**config.mk**
```make
export PLATFORM = sky130hd
export DESIGN_NAME = mcd_ssd_req
export DESIGN_NICKNAME = d
export VERILOG_FILES = /design/src/rtl/mcd_ssd_pkg.sv /design/src/rtl/mcd_ssd_beat_cnt.sv /design/src/rtl/mcd_ssd_req.sv
export SDC_FILE = /design/constraint.sdc
export NUM_CORES = 1
export LEC_CHECK = 0
export ABC_CLOCK_PERIOD_IN_PS = 2800
export CAP_MARGIN = 20
export CORE_AREA = 2 2 160 162
export DETAILED_ROUTE_END_ITERATION = 12
export DIE_AREA = 0 0 162 164
export GPL_ROUTABILITY_DRIVEN = 0
export SLEW_MARGIN = 20
export SYNTH_ARGS = -nofsm -noshare
export SYNTH_HDL_FRONTEND = slang
export SYNTH_HIERARCHICAL = 1
export SYNTH_SLANG_ARGS = --single-unit
```
**constraint.sdc**
```tcl
create_clock -name clk156 -period 2.8 [get_ports clk156]
set_input_delay 0.28 -clock clk156 [delete_from_list [all_inputs] [get_ports clk156]]
set_output_delay 0.28 -clock clk156 [all_outputs]
set_load 0.03 [all_outputs]
```
**src/rtl/mcd_ssd_pkg.sv**
```systemverilog
// Shared definitions for the memcached-to-SSD request engine: command word layout,
// transfer limits and FSM state encoding.
package mcd_ssd_pkg;

    localparam int unsigned CMD_ADDR_LSB = 0;
    localparam int unsigned CMD_ADDR_W   = 32;
    localparam int unsigned CMD_LEN_LSB  = 32;
    localparam int unsigned CMD_LEN_W    = 13;
    localparam int unsigned CMD_W        = CMD_LEN_LSB + CMD_LEN_W;

    localparam int unsigned MAX_LEN      = 4096;
    localparam int unsigned BEAT_BYTES   = 8;
    localparam int unsigned BEAT_CNT_W   = 10;

    typedef logic [2:0] state_t;

    localparam state_t ST_IDLE     = 3'd0;
    localparam state_t ST_RD_CMD   = 3'd1;
    localparam state_t ST_RD_DATA  = 3'd2;
    localparam state_t ST_WR_CMD   = 3'd3;
    localparam state_t ST_WR_DATA  = 3'd4;
    localparam state_t ST_WR_DRAIN = 3'd5;

    function automatic logic len_legal(input logic [CMD_LEN_W-1:0] len);
        return (len != '0) && (len <= CMD_LEN_W'(MAX_LEN));
    endfunction

    // Round the byte count up to whole 8-byte beats; legal lengths give 1..512.
    function automatic logic [BEAT_CNT_W-1:0] beat_count(input logic [CMD_LEN_W-1:0] len);
        logic [CMD_LEN_W:0] sum;
        sum = {1'b0, len} + (CMD_LEN_W + 1)'(BEAT_BYTES - 1);
        return BEAT_CNT_W'(sum >> $clog2(BEAT_BYTES));
    endfunction

endpackage

```
**src/rtl/mcd_ssd_beat_cnt.sv**
```systemverilog
// Remaining-beat counter shared by the read and write data phases.
module mcd_ssd_beat_cnt
    import mcd_ssd_pkg::*;
(
    input  logic                  clk156,
    input  logic                  reset156,
    input  logic                  clr,
    input  logic                  load,
    input  logic [BEAT_CNT_W-1:0] load_val,
    input  logic                  dec,
    output logic                  zero,
    output logic                  last
);

    logic [BEAT_CNT_W-1:0] cnt_q;

    always_ff @(posedge clk156) begin
        if (reset156 || clr) begin
            cnt_q <= '0;
        end else if (load) begin
            cnt_q <= load_val;
        end else if (dec && (cnt_q != '0)) begin
            cnt_q <= cnt_q - 1'b1;
        end
    end

    always_comb begin
        zero = (cnt_q == '0);
        last = (cnt_q == BEAT_CNT_W'(1));
    end

endmodule

```
**src/rtl/mcd_ssd_req.sv**
```systemverilog
// Single-outstanding SSD request engine between memcached and a memory node.
// Optional watchdog on the data/drain phases is built when MCD_SSD_REQ_TIMEOUT_EN is defined.
module mcd_ssd_req
    import mcd_ssd_pkg::*;
#(
    parameter int unsigned TIMEOUT_CYCLES = 32'd1 << 20
) (
    input  logic              clk156,
    input  logic              reset156,

    input  logic              req_valid,
    output logic              req_ready,
    input  logic              req_wr,
    input  logic [31:0]       req_addr,
    input  logic [12:0]       req_len,

    input  logic [63:0]       wr_in_data,
    input  logic              wr_in_valid,
    output logic              wr_in_ready,

    output logic [63:0]       rd_out_data,
    output logic              rd_out_valid,
    input  logic              rd_out_ready,
    output logic              rd_out_last,

    output logic [CMD_W-1:0]  cmd_dramRdData_data,
    output logic              cmd_dramRdData_valid,
    input  logic              cmd_dramRdData_ready,

    output logic [CMD_W-1:0]  cmd_dramWrData_data,
    output logic              cmd_dramWrData_valid,
    input  logic              cmd_dramWrData_ready,

    output logic [63:0]       dramWrData_data,
    output logic              dramWrData_valid,
    input  logic              dramWrData_ready,

    input  logic [63:0]       dramRdData_data,
    input  logic              dramRdData_valid,
    output logic              dramRdData_ready,

    input  logic              link_initialized_clk156,
    input  logic              ncq_idle_clk156,

    output logic              done,
    output logic              err,
    output logic              busy
);

    state_t            state_q, state_d;
    logic [CMD_W-1:0]  cmd_q;
    logic              done_q, done_d;
    logic              err_q, err_d;

    logic              req_hs;
    logic              cmd_rd_hs, cmd_wr_hs;
    logic              rd_data_en, wr_data_en;
    logic              rd_hs, wr_hs;
    logic              cnt_zero, cnt_last;
    logic              abort;
    logic              wd_expire;

    // Data paths open only in their own phase, with the link up and beats still owed.
    always_comb begin
        req_ready  = (state_q == ST_IDLE) && link_initialized_clk156 && !reset156;
        req_hs     = req_valid && req_ready;

        cmd_dramRdData_valid = (state_q == ST_RD_CMD) && link_initialized_clk156;
        cmd_dramWrData_valid = (state_q == ST_WR_CMD) && link_initialized_clk156;
        cmd_dramRdData_data  = cmd_q;
        cmd_dramWrData_data  = cmd_q;
        cmd_rd_hs = cmd_dramRdData_valid && cmd_dramRdData_ready;
        cmd_wr_hs = cmd_dramWrData_valid && cmd_dramWrData_ready;

        rd_data_en = (state_q == ST_RD_DATA) && link_initialized_clk156 && !cnt_zero;
        wr_data_en = (state_q == ST_WR_DATA) && link_initialized_clk156 && !cnt_zero;

        rd_out_data      = dramRdData_data;
        rd_out_valid     = rd_data_en && dramRdData_valid;
        dramRdData_ready = rd_data_en && rd_out_ready;
        rd_out_last      = rd_data_en && cnt_last;
        rd_hs            = rd_out_valid && rd_out_ready;

        dramWrData_data  = wr_in_data;
        dramWrData_valid = wr_data_en && wr_in_valid;
        wr_in_ready      = wr_data_en && dramWrData_ready;
        wr_hs            = dramWrData_valid && dramWrData_ready;

        done = done_q;
        err  = err_q;
        busy = (state_q != ST_IDLE);
    end

    always_comb begin
        state_d = state_q;
        done_d  = 1'b0;
        err_d   = 1'b0;
        abort   = 1'b0;
        case (state_q)
            ST_IDLE: begin
                if (req_hs) begin
                    if (len_legal(req_len)) begin
                        state_d = req_wr ? ST_WR_CMD : ST_RD_CMD;
                    end else begin
                        err_d = 1'b1;
                    end
                end
            end
            ST_RD_CMD: begin
                if (cmd_rd_hs) state_d = ST_RD_DATA;
            end
            ST_RD_DATA: begin
                if (rd_hs && cnt_last) begin
                    state_d = ST_IDLE;
                    done_d  = 1'b1;
                end
            end
            ST_WR_CMD: begin
                if (cmd_wr_hs) state_d = ST_WR_DATA;
            end
            ST_WR_DATA: begin
                if (wr_hs && cnt_last) state_d = ST_WR_DRAIN;
            end
            ST_WR_DRAIN: begin
                if (ncq_idle_clk156) begin
                    state_d = ST_IDLE;
                    done_d  = 1'b1;
                end
            end
            default: state_d = ST_IDLE;
        endcase

        // Link loss or watchdog expiry abandons whatever transfer is in flight.
        if ((state_q != ST_IDLE) && (!link_initialized_clk156 || wd_expire)) begin
            state_d = ST_IDLE;
            done_d  = 1'b0;
            err_d   = 1'b1;
            abort   = 1'b1;
        end
    end

    always_ff @(posedge clk156) begin
        if (reset156) begin
            state_q <= ST_IDLE;
            cmd_q   <= '0;
            done_q  <= 1'b0;
            err_q   <= 1'b0;
        end else begin
            state_q <= state_d;
            done_q  <= done_d;
            err_q   <= err_d;
            if (req_hs) begin
                cmd_q[CMD_ADDR_LSB +: CMD_ADDR_W] <= req_addr;
                cmd_q[CMD_LEN_LSB +: CMD_LEN_W]   <= req_len;
            end
        end
    end

    mcd_ssd_beat_cnt u_beat_cnt (
        .clk156   (clk156),
        .reset156 (reset156),
        .clr      (abort),
        .load     (cmd_rd_hs || cmd_wr_hs),
        .load_val (beat_count(cmd_q[CMD_LEN_LSB +: CMD_LEN_W])),
        .dec      (rd_hs || wr_hs),
        .zero     (cnt_zero),
        .last     (cnt_last)
    );

`ifdef MCD_SSD_REQ_TIMEOUT_EN
    localparam int unsigned WdW = $clog2(TIMEOUT_CYCLES) + 1;

    logic [WdW-1:0] wd_q;
    logic           wd_active;

    always_comb begin
        wd_active = (state_q == ST_RD_DATA) || (state_q == ST_WR_DATA) ||
                    (state_q == ST_WR_DRAIN);
        // wd_q counts completed idle cycles, so this fires on the TIMEOUT_CYCLES-th one.
        wd_expire = wd_active && (wd_q == WdW'(TIMEOUT_CYCLES - 1));
    end

    always_ff @(posedge clk156) begin
        if (reset156 || !wd_active || (state_d != state_q) || rd_hs || wr_hs) begin
            wd_q <= '0;
        end else begin
            wd_q <= wd_q + 1'b1;
        end
    end
`else
    assign wd_expire = 1'b0;

    // TIMEOUT_CYCLES only shapes the watchdog; keep it referenced when that is left out.
    if (TIMEOUT_CYCLES == 0) begin : g_timeout_unused
    end
`endif

endmodule

```
==> results of run 1 <==
state kept, by name (all words and copies together), names as in the netlist:
register / cells
cmd_dramRdData_data: 45
done: 1
err: 1
state_q: 3
u_beat_cnt/cnt_q: 10
final cells by class:
class	instances	area, sq um	share of cell area
clock buffers	9	225	0.0432
flip-flops and latches	60	1200	0.231
inverters	11	41.3	0.00793
well taps	330	413	0.0793
multi-input cells	270	1550	0.298
repair buffers	178	1740	0.335
clock inverters	6	32.5	0.00625
cells by family (layout without fill, tap and decap cells):
family	after synthesis	in the layout	share of synthesized area
compound gates	87	87	0.132
xor+xnor	15	15	0.0318
fa+ha+maj	2	2	0.00606
buf+inv	201	204	0.346
flops	60	60	0.291
mux	2	2	0.00515
simple gates	164	164	0.189
timing repair:
item | 4_1_cts | 5_1_grt
endpoints found under the setup margin | 6 | 4
pin swaps | 0 | 3
setup buffers | 0 | 1
resized for setup | 6 | 8
worst paths after layout:
kind,start,to,slack [ns],depth (start not counted)
min reg2reg,cmd_dramRdData_data[22],cmd_dramRdData_data[22],0.47,2
max,u_beat_cnt/cnt_q[4],u_beat_cnt/cnt_q[1],0.16,12
max reg2reg,u_beat_cnt/cnt_q[4],u_beat_cnt/cnt_q[1],0.16,12
min,reset156,state_q[2],0.35,3
per-layer routing:
| layer | global-route usage | wire length, um | up-vias |
|---|---|---|---|
| met2 | 0.148 | 6070 | 156 |
| met1 | 0.109 | 5280 | 1475 |
| met5 | 0 | 0 | - |
| li1 | - | - | 1574 |
| met4 | 0.0543 | 448 | 0 |
| met3 | 0.0455 | 1280 | 48 |
cell usage after synthesis (2+ instances only):
master      n
buf_4     174
nand2_1   100
dfxtp_1    60
a21oi_1    56
nor2_1     16
xnor2_1    11
inv_1      10
buf_2       9
nand3_1     7
o21ai_0     7
clkbuf_1    6
nor3_1      6
nor4_1      6
and2_1      5
xor2_1      4
and3_1      3
a211o_2     2
ha_1        2
nand2b_1    2
nor2b_1     2
o22ai_1     2
o31a_1      2
or4_4       2
power by group:
part | total (mW) | internal, mW | switching [mW]
sequential | 0.984 | 0.912 | 0.0718
combinational | 0.906 | 0.399 | 0.507
clock | 0.991 | 0.585 | 0.406
cell usage in the layout, fill, tap and decap left out, types with 4 or more instances in the layout:
cell	count
dfxtp_1	60
inv_1	9
nor4_1	6
buf_4	19
xnor2_1	11
nor2_1	16
clkbuf_16	9
nor3_1	5
nand3_1	7
nand2_1	100
clkdlybuf4s50_1	151
xor2_1	4
a21oi_1	56
clkinv_2	5
and2_1	4
o21ai_0	7
dlygate4sd2_1	5
through the flow:
step | util | cells | hold slack, ns | setup TNS (ns)
final | 0.210 | 864 | 0.349 | 0
after global routing | 0.210 | 864 | 0.359 | -0.0175
after CTS | 0.208 | 863 | 0.323 | 0
after detailed placement | 0.197 | 848 | 0.466 | 0
after global placement | 0.197 | 848 | 0.458 | 0
after floorplan | - | 531 | 0.416 | 0
worst min-delay path: cells and delay by family:
| kind | cells | cell delay (ns) |
|---|---|---|
| buf+inv | 1 | 0.10 |
| compound gates | 1 | 0.09 |
| simple gates | 1 | 0.15 |
==> impl_metrics.tcl, run 1 <==
set metrics [dict create \
    run_status "complete, no violations" \
    netlist-cell-type-count 60 \
    detailedRoute.firstIterationViolations 172 \
    total_power_mw 2.88 \
    area_growth_pct 26.2 \
    synthFlopType "dfxtp_1" \
    clock_sinks 60 \
    floorplan.initialDensity 0.166 \
    place_worst_setup_slack_ns 0.0118 \
    worst_path_dominant_cell_family "simple AND/OR/NAND/NOR gates" \
    ys_seq_elements 60 \
    worst_setup_hold_path_clk_slew_ns 0.05 \
    power.leakage_nw 1.75 \
    final_layout_size_suffix_gt1_frac 0.114 \
    drc 0 \
    relSlewSlack 0.606 \
    ctsRootBufferMaster "clkbuf_16" \
    layout_skew_ns 0.00845 \
    synthesis.area_per_instance_sq_um 7.77 \
    final_nets 717 \
    proportion_of_synthesized_flip_flops_having_asynchronous_set_or_reset 0 \
    grt_pass1_wl_um 18900 \
    setup.worst_path.end_class "flip-flop" \
    synth_edf_count 0 \
    final_antenna_net_count 0 \
    rows 58 \
    first_global_vias 3241 \
    finalSetupViolCount 0 \
    synth.top_cell.area_share 0.317 \
    timing.hold.worst.class "input port to flip-flop" \
    final.period_utilization 0.944 \
    type_of_the_worst_setup_path "flip-flop to flip-flop" \
    ctsHtreeMaxLevel 3 \
    slew_violations 0 \
    vias 3253 \
    detailed_place_hpwl_um 9820 \
    grt_antenna_before_repair 0 \
    netlist_instances 531 \
    cap_violations 0 \
    largest_area_contributor_in_the_netlist "buf_4" \
    overflow 0 \
    cts_max_path_buffers 2 \
    port_buffers 157 \
    pin_count_of_the_biggest_net_entering_global_routing 50 \
    worst_setup_path_start_kind "flip-flop" \
    critPathArrivalTime_ns 2.86 \
    dieHeight_um 164 \
    setup_slack_ns 0.158 \
    postLayoutCellArea_sq_mm 0.00521 \
    worst_ir_drop_vdd_v 0.000220 \
    powerDensity_mw_per_mm2 553 \
    timing_hold_violations_final 0 \
    postSynthNetCount 718 \
    synth.top_cells.by_area "buf_4 32%, dfxtp_1 29%, nand2_1 9.1%" \
    worst-path-max-fanout 5 \
    fillers 2788 \
    synth.yosys.seq_area_share 0.291 \
    cp_slowest_stage_delay_ns 0.57 \
    design.die.area_sq_mm 0.0266 \
    final.min_clock_period_ns 2.64 \
    vias_per_cell 3.77 \
    coreArea_sq_mm 0.0248 \
    crit_slowest_cell "or4_4" \
    cp.buffers_inverters 2 \
    antenna_cells 0 \
    detail_route.wl_per_cell_um 15.1 \
    cts-hold-fix-buffers 0 \
    crit_required_ns 3.01 \
    total_grt_usage 0.0958 \
    cp_cell_sequence "or4_4 -> nor3_4 -> and3_4 -> inv_1 -> nand3_1 -> nor2_1 -> and2_2 -> a22o_1 -> inv_2 -> a41oi_2 -> nor4b_2 -> a311o_1" \
    ios 414 \
    tightest_slew_ns 0.590 \
    die-width_um 162 \
    synthesis.yosys.warnings 6 \
    cts_made_buffers 9 \
    clkLatencyLatePin_ns 0.33 \
    drtPass1Iterations 4 \
    tritoncts "built" \
    wirelength_um 13100 \
    synth_area_sq_mm 0.00413 \
    maxClockFrequency_ghz 0.378 \
    placed_cell_area_sq_mm 0.00490 \
]
No activity file was read; power rests on OpenSTA's default activity.
==> inputs of run 2 (changes only) <==
Settings changed: SETUP_SLACK_MARGIN from default to 0.2, SKIP_CTS_REPAIR_TIMING from default to 1, SLEW_MARGIN 20 to 40.
==> impl_metrics.tcl, run 2 (synthesis results as in run 1) <==
set metrics [dict create \
    run_status "complete, no violations" \
    slew_violations 0 \
    pin_count_of_the_biggest_net_entering_global_routing 50 \
    tritoncts "built" \
    powerDensity_mw_per_mm2 585 \
    placed_cell_area_sq_mm 0.00487 \
    first_global_vias 3274 \
    relSlewSlack 0.545 \
    finalSetupViolCount 0 \
    layout_skew_ns 0.00867 \
    port_buffers 157 \
    worst_setup_hold_path_clk_slew_ns 0.06 \
    worst_ir_drop_vdd_v 0.000246 \
    final.period_utilization 0.965 \
    vias 3341 \
    detail_route.wl_per_cell_um 14.9 \
    design.die.area_sq_mm 0.0266 \
    worst_setup_path_start_kind "flip-flop" \
    grt_pass1_wl_um 18800 \
    dieHeight_um 164 \
    postLayoutCellArea_sq_mm 0.00536 \
    multi_input_comb_area_sq_mm 0.00161 \
    final_nets 717 \
    setup.worst_path.end_class "flip-flop" \
    layout.area.seq_sq_mm 0.00121 \
    total_grt_usage 0.0936 \
    detailed_place_hpwl_um 9440 \
    largest_register_ff_count 45 \
    critPathArrivalTime_ns 2.91 \
    type_of_the_worst_setup_path "flip-flop to flip-flop" \
    final_antenna_net_count 0 \
    wirelength_um 12900 \
    die-width_um 162 \
    final_layout_size_suffix_gt1_frac 0.131 \
    ios 414 \
    commonest_non_fill_non_tap_cell_in_the_layout "clkdlybuf4s50_1" \
    power.leakage_nw 1.86 \
    crit_required_ns 3.01 \
    coreArea_sq_mm 0.0248 \
    cts_max_path_buffers 2 \
    unrepaired_setup_endpoints_after_global_routing "yes" \
    fillers 2784 \
    grt_antenna_before_repair 1 \
    cts_made_buffers 9 \
    cap_violations 0 \
    worst-path-max-fanout 5 \
    vias_per_cell 3.86 \
    drc 0 \
    tightest_slew_ns 0.676 \
    timing.hold.ws_ns 0.364 \
    final.min_clock_period_ns 2.70 \
    antenna_cells 0 \
    ctsHtreeMaxLevel 3 \
    detailedRoute.firstIterationViolations 139 \
    timing.setup.tns_ns 0 \
    maxClockFrequency_ghz 0.370 \
    layout_common_cells "151 x clkdlybuf4s50_1, 100 x nand2_1, 57 x dfxtp_1" \
    overflow 0 \
    clock_sinks 60 \
    floorplan.initialDensity 0.166 \
    timing_hold_violations_final 0 \
    ctsRootBufferMaster "clkbuf_16" \
    area_growth_pct 30.0 \
    clkLatencyLatePin_ns 0.33 \
    drtPass1Iterations 4 \
    timing.hold.worst.class "input port to flip-flop" \
    rows 58 \
]
==> run 2: cell type report <==
type,count,area share
clock buffer,11,0.0453
clock inverter,5,0.0140
inverter,11,0.00817
multi-input combinational,270,0.300
sequential,60,0.226
tap,330,0.0770
timing repair buffer,178,0.330
==> run 2: path summary, 6_finish.rpt <==
check | from | to | slack (ns) | cells past startpoint
worst min-delay path | reset156 | state_q[2] | 0.36 | 3
worst min register to register | cmd_dramRdData_data[21] | cmd_dramRdData_data[21] | 0.47 | 2
worst max-delay path | u_beat_cnt/cnt_q[7] | u_beat_cnt/cnt_q[6] | 0.1 | 14
worst max register to register | u_beat_cnt/cnt_q[7] | u_beat_cnt/cnt_q[6] | 0.1 | 14
==> run 2: layer usage <==
| layer | GRT usage | wire (um) |
|---|---|---|
| met2 | 0.143 | 5930 |
| met1 | 0.107 | 5260 |
| met3 | 0.0419 | 1060 |
| met4 | 0.0583 | 618 |
| met5 | 0 | 7 |
==> run 2: stage by stage <==
| step | power (mW) | worst slack, ns | std cells | util |
|---|---|---|---|---|
| after global routing | 3.30 | 0.00184 | 865 | 0.216 |
| after floorplan | 1.89 | 0.201 | 531 | - |
| after CTS | 3.15 | -0.0791 | 857 | 0.209 |
| final | 3.14 | 0.0970 | 865 | 0.216 |
| after detailed placement | 1.88 | 0.0455 | 841 | 0.196 |
| after global placement | 1.88 | 0.0918 | 841 | 0.196 |
==> run 2: power breakdown <==
part	total (mW)	internal [mW]	switching, mW
Sequential	0.979	0.911	0.0678
Clock	1.23	0.800	0.430
Combinational	0.929	0.407	0.522
Total	3.14	2.12	1.02
==> run 2: worst max-delay path, stage by stage, from the launching register on <==
cell and delay [ns]:
dfxtp_4 0.36, or4_4 0.58, nor3_4 0.22, and3_4 0.21, inv_2 0.03, nand3_2 0.08
buf_6 0.09, nor2_2 0.03, and2_4 0.14, a22o_4 0.27, buf_6 0.13, nand4bb_4 0.12
a2111oi_4 0.05, xnor2_1 0.20, a21oi_1 0.08
==> inputs of run 3 (changes only) <==
Settings changed: CELL_PAD_IN_SITES_DETAIL_PLACEMENT from default to 1, CELL_PAD_IN_SITES_GLOBAL_PLACEMENT from default to 1, CORE_AREA 2 2 160 162 to default, CORE_ASPECT_RATIO from default to 0.75, CORE_MARGIN from default to 2, CORE_UTILIZATION from default to 17, DIE_AREA 0 0 162 164 to default, PLACE_DENSITY_LB_ADDON from default to 0.1.
==> impl_metrics.tcl, run 3 (synthesis results as in run 1) <==
set metrics [dict create \
    run_status "complete, no violations" \
    timing_hold_violations_final 0 \
    worst_r2r_path_depth 12 \
    share_seq_of_total_power 0.322 \
    maxClockFrequency_ghz 0.374 \
    first_global_vias 3537 \
    placed_cell_area_sq_mm 0.00482 \
    final.min_clock_period_ns 2.67 \
    drc 0 \
    regToRegSetupSlack_ns 0.13 \
    largest_register_ff_count 45 \
    end_of_the_worst_hold_path "state_q[2]" \
    postLayoutCellArea_sq_mm 0.00532 \
    slew_violations 0 \
    detailed_place_hpwl_um 10400 \
    final_nets 719 \
    worst_setup_path_start_kind "flip-flop" \
    design.die.area_sq_mm 0.0255 \
    vias 3336 \
    total_grt_usage 0.109 \
    worst_setup_hold_path_clk_slew_ns 0.06 \
    die-width_um 184 \
    holdCritStartpoint "reset156" \
    final.period_utilization 0.955 \
    timing.hold.ws_ns 0.327 \
    power.combinational.fraction 0.307 \
    layout_common_cells "151 x clkdlybuf4s50_1, 100 x nand2_1, 59 x dfxtp_1" \
    ios 414 \
    clock_sinks 60 \
    coreArea_sq_mm 0.0239 \
    tritoncts "built" \
    powerDensity_mw_per_mm2 581 \
    ctsRootBufferMaster "clkbuf_16" \
    detail_route.wl_per_cell_um 16.4 \
    cap_violations 0 \
    vias_per_cell 3.96 \
    dieHeight_um 139 \
    worst-path-max-fanout 5 \
    type_of_the_worst_setup_path "flip-flop to flip-flop" \
    critPathArrivalTime_ns 2.90 \
    layout_skew_ns 0.00564 \
    final_cell_count_no_fill 843 \
    finalSetupViolCount 0 \
    grt_antenna_before_repair 0 \
    total_power_mw 3.09 \
    floorplan.initialDensity 0.173 \
    final_antenna_net_count 0 \
    overflow 0 \
    commonest_non_fill_non_tap_cell_in_the_layout "clkdlybuf4s50_1" \
    crit_required_ns 3.02 \
    final_layout_size_suffix_gt1_frac 0.149 \
    hold_depth 3 \
    ctsHtreeMaxLevel 3 \
    relSlewSlack 0.591 \
    cts_max_path_buffers 2 \
    drtPass1Iterations 4 \
    area_growth_pct 29.0 \
    reg2reg_end "u_beat_cnt/cnt_q[1]" \
    timing.hold.worst.class "input port to flip-flop" \
    detailedRoute.firstIterationViolations 90 \
    clkLatencyLatePin_ns 0.34 \
    grt_pass1_wl_um 21300 \
    rows 49 \
    switching_power_mw 1.05 \
    antenna_cells 0 \
    netSwitchingFraction 0.341 \
    cts_made_buffers 9 \
    p_int_mw 2.04 \
    wirelength_um 13800 \
    port_buffers 157 \
    critical_path.reg2reg.startpoint "u_beat_cnt/cnt_q[6]" \
    power.leakage_nw 1.80 \
    worst_ir_drop_vdd_v 0.000253 \
    tightest_slew_ns 0.614 \
    setup.worst_path.end_class "flip-flop" \
    unrepaired_setup_endpoints_after_global_routing "yes" \
    placed_cells_incl_taps 817 \
    pin_count_of_the_biggest_net_entering_global_routing 50 \
    power.clock.fraction 0.371 \
]
[run 3: changes by cell type in the layout (fill, tap and decap cells not counted), moves of 2 or more]
cell / change
buf_4: +2
clkbuf_2: +3
clkinvlp_4: +2
dfxtp_1: +2
dlymetal6s2s_1: -3
nand3_1: -2
[run 3: final cells by class]
cell class | count | area [sq um]
Clock buffer | 10 | 239
Clock inverter | 6 | 63.8
Fill cell | 2801 | 18600
Inverter | 11 | 43.8
Multi-Input combinational cell | 270 | 1640
Sequential cell | 60 | 1200
Tap cell | 306 | 383
Timing Repair Buffer | 180 | 1750
[run 3: how the worst max path moves through the flow]
stage	endpoint	cells after the start	slack, ns	startpoint
final	u_beat_cnt/cnt_q[1]	12	0.13	u_beat_cnt/cnt_q[6]
after global routing	u_beat_cnt/cnt_q[1]	12	0.04	u_beat_cnt/cnt_q[6]
after CTS	dramRdData_ready	8	-0.13	u_beat_cnt/cnt_q[6]
after detailed placement	u_beat_cnt/cnt_q[1]	12	0.02	u_beat_cnt/cnt_q[6]
after global placement	u_beat_cnt/cnt_q[1]	12	0.11	u_beat_cnt/cnt_q[6]
after floorplan	u_beat_cnt/cnt_q[1]	12	0.20	u_beat_cnt/cnt_q[7]
[run 3: worst max-delay path, cell delays in order, from the launching register on]
cell and delay [ns]:
dfxtp_4 0.36, or4_4 0.57, nor3_4 0.22, and3_4 0.21
inv_2 0.04, nand3_4 0.09, nor2_4 0.04, and2_4 0.15
a22o_4 0.29, inv_4 0.08, a41oi_4 0.06, nor4b_4 0.19
a311o_1 0.26
[run 3: metal layers]
layer | global-route usage | share of wire | wire, um | vias up
met5 | 0 | 0 | 0 | -
met4 | 0.0488 | 0.022 | 305 | 0
met3 | 0.0436 | 0.079 | 1090 | 44
met2 | 0.168 | 0.46 | 6360 | 146
met1 | 0.134 | 0.44 | 6080 | 1564
li1 | - | - | - | 1582
[run 3: per-stage QoR]
step | TNS [ns] | util | setup WS, ns
3_5_place_dp | 0 | 0.202 | 0.0156
6_report | 0 | 0.223 | 0.127
4_1_cts | -0.635 | 0.214 | -0.132
2_1_floorplan | 0 | - | 0.201
3_3_place_gp | 0 | 0.202 | 0.111
5_1_grt | 0 | 0.223 | 0.0357
[run 3: power by group through the flow]
stage                     clock network [mW]  registers (mW)  logic [mW]
after global routing                    1.24            1.01        1.03
final                                   1.15           0.995       0.950
after detailed placement                   0            1.01       0.886
after global placement                     0            1.01       0.890
after floorplan                            0            1.06       0.836
after CTS                               1.20           0.997       0.891
